## src/rtl/fpu_host_ctrl.sv

```systemverilog
// fpu_host_ctrl: CPU-side bus master that runs one FPU operation over the 8-bit register window.
// Define FPU_HOST_TIMEOUT_EN to add a watchdog on the wait for fpu_cmd_end.
module fpu_host_ctrl #(
    parameter int TIMEOUT_CYCLES = 1024
) (
    input  logic        clk_i,
    input  logic        arst_i,
    input  logic        req_valid_i,
    output logic        req_ready_o,
    input  logic [31:0] req_a_i,
    input  logic [31:0] req_b_i,
    input  logic [3:0]  req_op_i,
    output logic        rsp_valid_o,
    input  logic        rsp_ready_i,
    output logic [31:0] rsp_result_o,
    output logic        rsp_error_o,
    output logic [3:0]  fpu_addr_o,
    output logic        fpu_cs_o,
    output logic        fpu_rd_o,
    output logic        fpu_wr_o,
    output logic [7:0]  fpu_data_out_o,
    input  logic [7:0]  fpu_data_in_i,
    input  logic        fpu_cmd_end_i,
    output logic        fpu_end_ack_o
);

    typedef enum logic [2:0] {
        ST_IDLE,
        ST_WR_ASSERT,
        ST_WR_RECOVER,
        ST_WAIT_END,
        ST_RD_ASSERT,
        ST_RD_RECOVER,
        ST_ACK,
        ST_RSP
    } state_t;

    state_t      state_q;
    logic [3:0]  idx_q;
    logic [3:0]  idx_d;
    logic [31:0] a_q;
    logic [31:0] b_q;
    logic [3:0]  op_q;
    logic        cs_q;
    logic        rd_q;
    logic        wr_q;
    logic        ack_q;
    logic        rsp_valid_q;
    logic        rsp_error_q;
    logic [3:0]  addr_q;
    logic [7:0]  data_q;
    logic [31:0] result_q;
    logic [7:0]  wr_byte_d;

`ifdef FPU_HOST_TIMEOUT_EN
    localparam int TMO_W = $clog2(TIMEOUT_CYCLES + 1);
    localparam logic [TMO_W-1:0] TMO_LOAD = TMO_W'(TIMEOUT_CYCLES - 1);
    logic [TMO_W-1:0] tmo_q;
`else
    logic unused_timeout;
    assign unused_timeout = (TIMEOUT_CYCLES == 0);
`endif

    assign idx_d = idx_q + 4'd1;

    // Byte for the next write slot; slot 0 is loaded straight from the request at acceptance.
    always_comb begin
        wr_byte_d = 8'h00;
        case (idx_d)
            4'd0:    wr_byte_d = a_q[7:0];
            4'd1:    wr_byte_d = a_q[15:8];
            4'd2:    wr_byte_d = a_q[23:16];
            4'd3:    wr_byte_d = a_q[31:24];
            4'd4:    wr_byte_d = b_q[7:0];
            4'd5:    wr_byte_d = b_q[15:8];
            4'd6:    wr_byte_d = b_q[23:16];
            4'd7:    wr_byte_d = b_q[31:24];
            4'd8:    wr_byte_d = {4'h0, op_q};
            default: wr_byte_d = 8'h00;
        endcase
    end

    assign req_ready_o    = (state_q == ST_IDLE) && !fpu_cmd_end_i;
    assign rsp_valid_o    = rsp_valid_q;
    assign rsp_result_o   = result_q;
    assign rsp_error_o    = rsp_error_q;
    assign fpu_addr_o     = addr_q;
    assign fpu_cs_o       = cs_q;
    assign fpu_rd_o       = rd_q;
    assign fpu_wr_o       = wr_q;
    assign fpu_data_out_o = data_q;
    assign fpu_end_ack_o  = ack_q;

    always_ff @(posedge clk_i) begin
        if (arst_i) begin
            state_q     <= ST_IDLE;
            idx_q       <= 4'd0;
            a_q         <= 32'h0;
            b_q         <= 32'h0;
            op_q        <= 4'h0;
            cs_q        <= 1'b1;
            rd_q        <= 1'b1;
            wr_q        <= 1'b1;
            ack_q       <= 1'b0;
            rsp_valid_q <= 1'b0;
            rsp_error_q <= 1'b0;
            addr_q      <= 4'd0;
            data_q      <= 8'h00;
            result_q    <= 32'h0;
`ifdef FPU_HOST_TIMEOUT_EN
            tmo_q       <= '0;
`endif
        end else begin
            case (state_q)
                ST_IDLE: begin
                    if (req_valid_i && req_ready_o) begin
                        a_q      <= req_a_i;
                        b_q      <= req_b_i;
                        op_q     <= req_op_i;
                        idx_q    <= 4'd0;
                        result_q <= 32'h0;
                        if (req_op_i > 4'd3) begin
                            state_q     <= ST_RSP;
                            rsp_valid_q <= 1'b1;
                            rsp_error_q <= 1'b1;
                        end else begin
                            state_q     <= ST_WR_ASSERT;
                            rsp_error_q <= 1'b0;
                            cs_q        <= 1'b0;
                            wr_q        <= 1'b0;
                            addr_q      <= 4'd0;
                            data_q      <= req_a_i[7:0];
                        end
                    end
                end
                ST_WR_ASSERT: begin
                    state_q <= ST_WR_RECOVER;
                    cs_q    <= 1'b1;
                    wr_q    <= 1'b1;
                end
                ST_WR_RECOVER: begin
                    if (idx_q == 4'd8) begin
                        state_q <= ST_WAIT_END;
`ifdef FPU_HOST_TIMEOUT_EN
                        tmo_q   <= TMO_LOAD;
`endif
                    end else begin
                        state_q <= ST_WR_ASSERT;
                        idx_q   <= idx_d;
                        addr_q  <= idx_d;
                        data_q  <= wr_byte_d;
                        cs_q    <= 1'b0;
                        wr_q    <= 1'b0;
                    end
                end
                ST_WAIT_END: begin
                    if (fpu_cmd_end_i) begin
                        state_q <= ST_RD_ASSERT;
                        idx_q   <= 4'd9;
                        addr_q  <= 4'd9;
                        cs_q    <= 1'b0;
                        rd_q    <= 1'b0;
                    end
`ifdef FPU_HOST_TIMEOUT_EN
                    else if (tmo_q == '0) begin
                        state_q     <= ST_RSP;
                        rsp_valid_q <= 1'b1;
                        rsp_error_q <= 1'b1;
                        result_q    <= 32'h0;
                    end else begin
                        tmo_q <= tmo_q - TMO_W'(1);
                    end
`endif
                end
                ST_RD_ASSERT: begin
                    // Result bytes sit at 9..12, least significant first.
                    case (idx_q[1:0])
                        2'b01:   result_q[7:0]   <= fpu_data_in_i;
                        2'b10:   result_q[15:8]  <= fpu_data_in_i;
                        2'b11:   result_q[23:16] <= fpu_data_in_i;
                        default: result_q[31:24] <= fpu_data_in_i;
                    endcase
                    state_q <= ST_RD_RECOVER;
                    cs_q    <= 1'b1;
                    rd_q    <= 1'b1;
                end
                ST_RD_RECOVER: begin
                    if (idx_q == 4'd12) begin
                        state_q <= ST_ACK;
                        ack_q   <= 1'b1;
                    end else begin
                        state_q <= ST_RD_ASSERT;
                        idx_q   <= idx_d;
                        addr_q  <= idx_d;
                        cs_q    <= 1'b0;
                        rd_q    <= 1'b0;
                    end
                end
                ST_ACK: begin
                    if (!fpu_cmd_end_i) begin
                        state_q     <= ST_RSP;
                        ack_q       <= 1'b0;
                        rsp_valid_q <= 1'b1;
                        rsp_error_q <= 1'b0;
                    end
                end
                ST_RSP: begin
                    if (rsp_ready_i) begin
                        state_q     <= ST_IDLE;
                        rsp_valid_q <= 1'b0;
                    end
                end
                default: state_q <= ST_IDLE;
            endcase
        end
    end

endmodule
```

## config.mk

```make
export PLATFORM = sky130hd
export DESIGN_NAME = fpu_host_ctrl
export DESIGN_NICKNAME = d
export VERILOG_FILES = /design/src/rtl/fpu_host_ctrl.sv
export SDC_FILE = /design/constraint.sdc
export NUM_CORES = 1
export LEC_CHECK = 0
export CORE_MARGIN = 2
export CORE_UTILIZATION = 50
export DETAILED_ROUTE_END_ITERATION = 8
export PLACE_DENSITY = 0.8
export SLEW_MARGIN = 5
export SYNTH_ARGS = -nofsm -noshare
export SYNTH_HDL_FRONTEND = slang
export SYNTH_SLANG_ARGS = --single-unit
```

## constraint.sdc

```tcl
create_clock -name clk_i -period 4.3 [get_ports clk_i]
set_clock_uncertainty 0.2 [all_clocks]
set_input_delay 1.29 -clock clk_i [delete_from_list [all_inputs] [get_ports clk_i]]
set_output_delay 1.29 -clock clk_i [all_outputs]
set_load 0.01 [all_outputs]
```

==> summary.txt <==
Clock network
  • Max Root-Sink Buffers: 2
  • TritonCTS clock tree: yes
  • H-tree Lvls: 4
  • Worst skew pair latency: 0.42 ns
  • CTS Hold Bufs: 0
  • Root buf cell: clkbuf_16
  • CTS Buf Count: 17
  • Sink Count: 125
  • Post-cts sizing count: 0
  • Clk pin slew, worst setup/hold paths: 0.05 ns
  • Setup Buffers After CTS: 0

Hold path
  • Hold Path Origin: op_q[1]
  • Min-Delay Path Class: flop to flop
  • Worst hold endpoint: op_q[1]
  • Hold Path Stages: 2

Final layout
  • Post-layout util: 0.681
  • Nets: slightly above 900
  • Share of cells above drive strength 1: 0.0796
  • Layout area overhead: 34.2%
  • Antenna Diode Count: 0
  • FILL cells: about 910

Setup path
  • CP arrival: 2.35 ns
  • Flop-to-flop setup slack: 1.19 ns
  • Crit. End Element: output pin
  • CP Class: input port to output pin
  • CP Max Fanout: 2
  • Worst r2r path cells: 7
  • FF-to-FF Start: idx_q[0]
  • FF-to-FF End: fpu_data_out_o[6]
  • CP required: 2.81 ns
  • Worst Setup Start Kind: input port

GRT
  • All-Layer GR Usage: 0.275
  • First-pass GRT wire length: around 27000 um
  • GR Overflow Total: 0
  • Largest net degree at the start of global routing: 69
  • Vias in the first global route: 5478
  • Initial antenna violation count: 0

Pwr
  • Maximum VDD drop: 0.446 mV
  • Total power: 0.00427 W
  • PwrDens: 556 nW/um^2
  • P_leak: 2.72 nW

Timing
  • RSZ-0062 raised after global routing: no
  • Period utilisation layout: 0.894
  • Final Max Slew Viols: 0
  • Max_slew headroom: 0.328
  • Highest clock rate: 260 MHz
  • Worst slew pin tran: 1.00 ns
  • Final min period: 3.84 ns
  • Setup TNS: 0 ns
  • Fin. Hold Viols: 0
  • Endpoints failing setup: 0

Die
  • Die X: 111 um
  • Site row count: 39
  • Die ar.: 12300 sq um
  • Initial Utilization: 0.508
  • Die H: ~110 um
  • # IOs: 132
  • Core area: 11300 sq um

Placement
  • I/O Buffers: 131
  • Final weighted congestion in routability-driven placement: ~0.9
  • Hpwl dp: 11500 um

Route
  • Drt first-iter violations: 633
  • Mean routed wirelength per cell: 17.0 um
  • Vias per std cell: 5.77
  • Initial DRT Pass Iterations: 6
  • Vias post-DR: 5679
  • Detail Route Antenna Nets: 0
  • DRC errors left: 0
  • Drt total wl: 16700 um

Synth
  • Most frequent cell after synthesis: nand2_1
  • Ys Warns: 0
  • Syn_area_per_cell: between 7 and 8 sq um
  • Area leader, netlist: dfxtp_1
  • Distinct cell type count after synthesis: 59
  • Main synth FF type: dfxtp_1
  • Post-synth EDFFs: 0
  • Yosys reg bits: 125
  • Post-Syn Nets: 807
  • Commonest cells post-synth: nand2_1 (182), dfxtp_1 (125), a21oi_1 (97)
  • Top cell type's share of synthesized area: 0.437
  • Synth top area cells: dfxtp_1 (44%), nand2_1 (12%), a21oi_1 (8.5%)
  • Sequential share of the synthesized area: 0.437
  • Post-synth ARST share: 0
  • Cells after synthesis: 721
  • Mapped Area: 5720 sq um

Status
  • Run status: complete, no violations

Job
  • Max-cap violations: 0
==> area by class of cell <==
cell class | instances | area [sq um] | area share
Multi-Input combinational cell | 534 | 2930 | 0.382
Sequential cell | 125 | 2500 | 0.326
Timing Repair Buffer | 143 | 1400 | 0.182
Clock buffer | 20 | 457 | 0.0595
Clock inverter | 12 | 183 | 0.0238
Tap cell | 143 | 179 | 0.0233
Inverter | 8 | 30.0 | 0.00391
==> registers in the layout, summed over array words and instances, names as in the netlist <==
register        cells
a_q                32
b_q                32
rsp_result_o       32
fpu_data_out_o      8
fpu_addr_o          4
idx_q               4
op_q                4
state_q             3
fpu_cs_o            1
fpu_end_ack_o       1
fpu_rd_o            1
fpu_wr_o            1
rsp_error_o         1
rsp_valid_o         1
==> cell families after synthesis <==
family | Yosys count | synth area share
adder cells (fa/ha/maj) | 5 | 0.0109
multiplexers | 37 | 0.0660
XOR/XNOR | 3 | 0.00591
AO/OA/AOI/OAI | 191 | 0.210
flip-flops | 125 | 0.437
AND/OR/NAND/NOR | 298 | 0.219
buffers and inverters | 62 | 0.0510
==> worst max-delay path, cell delays in order <==
cell and delay, ns:
clkdlybuf4s50_1 0.41, nor2_1 0.11, clkdlybuf4s50_1 0.54
==> routing by layer <==
| layer | GRT usage | vias to the layer above | wire (um) |
|---|---|---|---|
| met5 | 0 | - | 0 |
| met4 | 0.118 | 0 | 385 |
| met3 | 0.0771 | 34 | 1300 |
| met2 | 0.429 | 256 | 7800 |
| met1 | 0.357 | 2668 | 7260 |
| li1 | - | 2721 | - |
==> power by group <==
| part | internal (W) | total, W | switching (W) |
|---|---|---|---|
| sequential | 0.00131 | 0.00147 | 0.000151 |
| clock | 0.00101 | 0.00154 | 0.000540 |
| combinational | 0.000533 | 0.00126 | 0.000729 |
==> through the flow <==
stage / hold slack [ns] / area, sq um / setup slack, ns / instances
after global routing: 0.271 / 7680 / 0.410 / 985
final: 0.258 / 7680 / 0.457 / 985
after floorplan: 0.236 / 5720 / 1.20 / 721
after detailed placement: 0.248 / 7040 / 0.457 / 953
after global placement: 0.239 / 7040 / 0.448 / 953
after CTS: 0.255 / 7680 / 0.449 / 985
==> worst max path at each step <==
stage          cells after the start          start     endpoint
6_report                           3  fpu_cmd_end_i  req_ready_o
5_1_grt                            3  fpu_cmd_end_i  req_ready_o
4_1_cts                            3  fpu_cmd_end_i  req_ready_o
3_5_place_dp                       3  fpu_cmd_end_i  req_ready_o
3_3_place_gp                       3  fpu_cmd_end_i  req_ready_o
2_1_floorplan                      2  fpu_cmd_end_i  req_ready_o
==> placed cells by master, fill, tap and decap left out, types with 5 or more instances in the layout <==
cell	count
o21ai_0	16
mux2_2	6
and2_1	8
dfxtp_1	125
nand2_1	181
ha_1	5
buf_4	13
a222oi_1	11
mux2i_1	31
clkbuf_16	17
or3_1	6
a21oi_1	97
a22oi_1	13
inv_1	8
o22ai_1	9
nor2_1	64
clkdlybuf4s50_1	130
nor4_1	5
nand3_1	12
No activity file was read; power rests on OpenSTA's default activity.
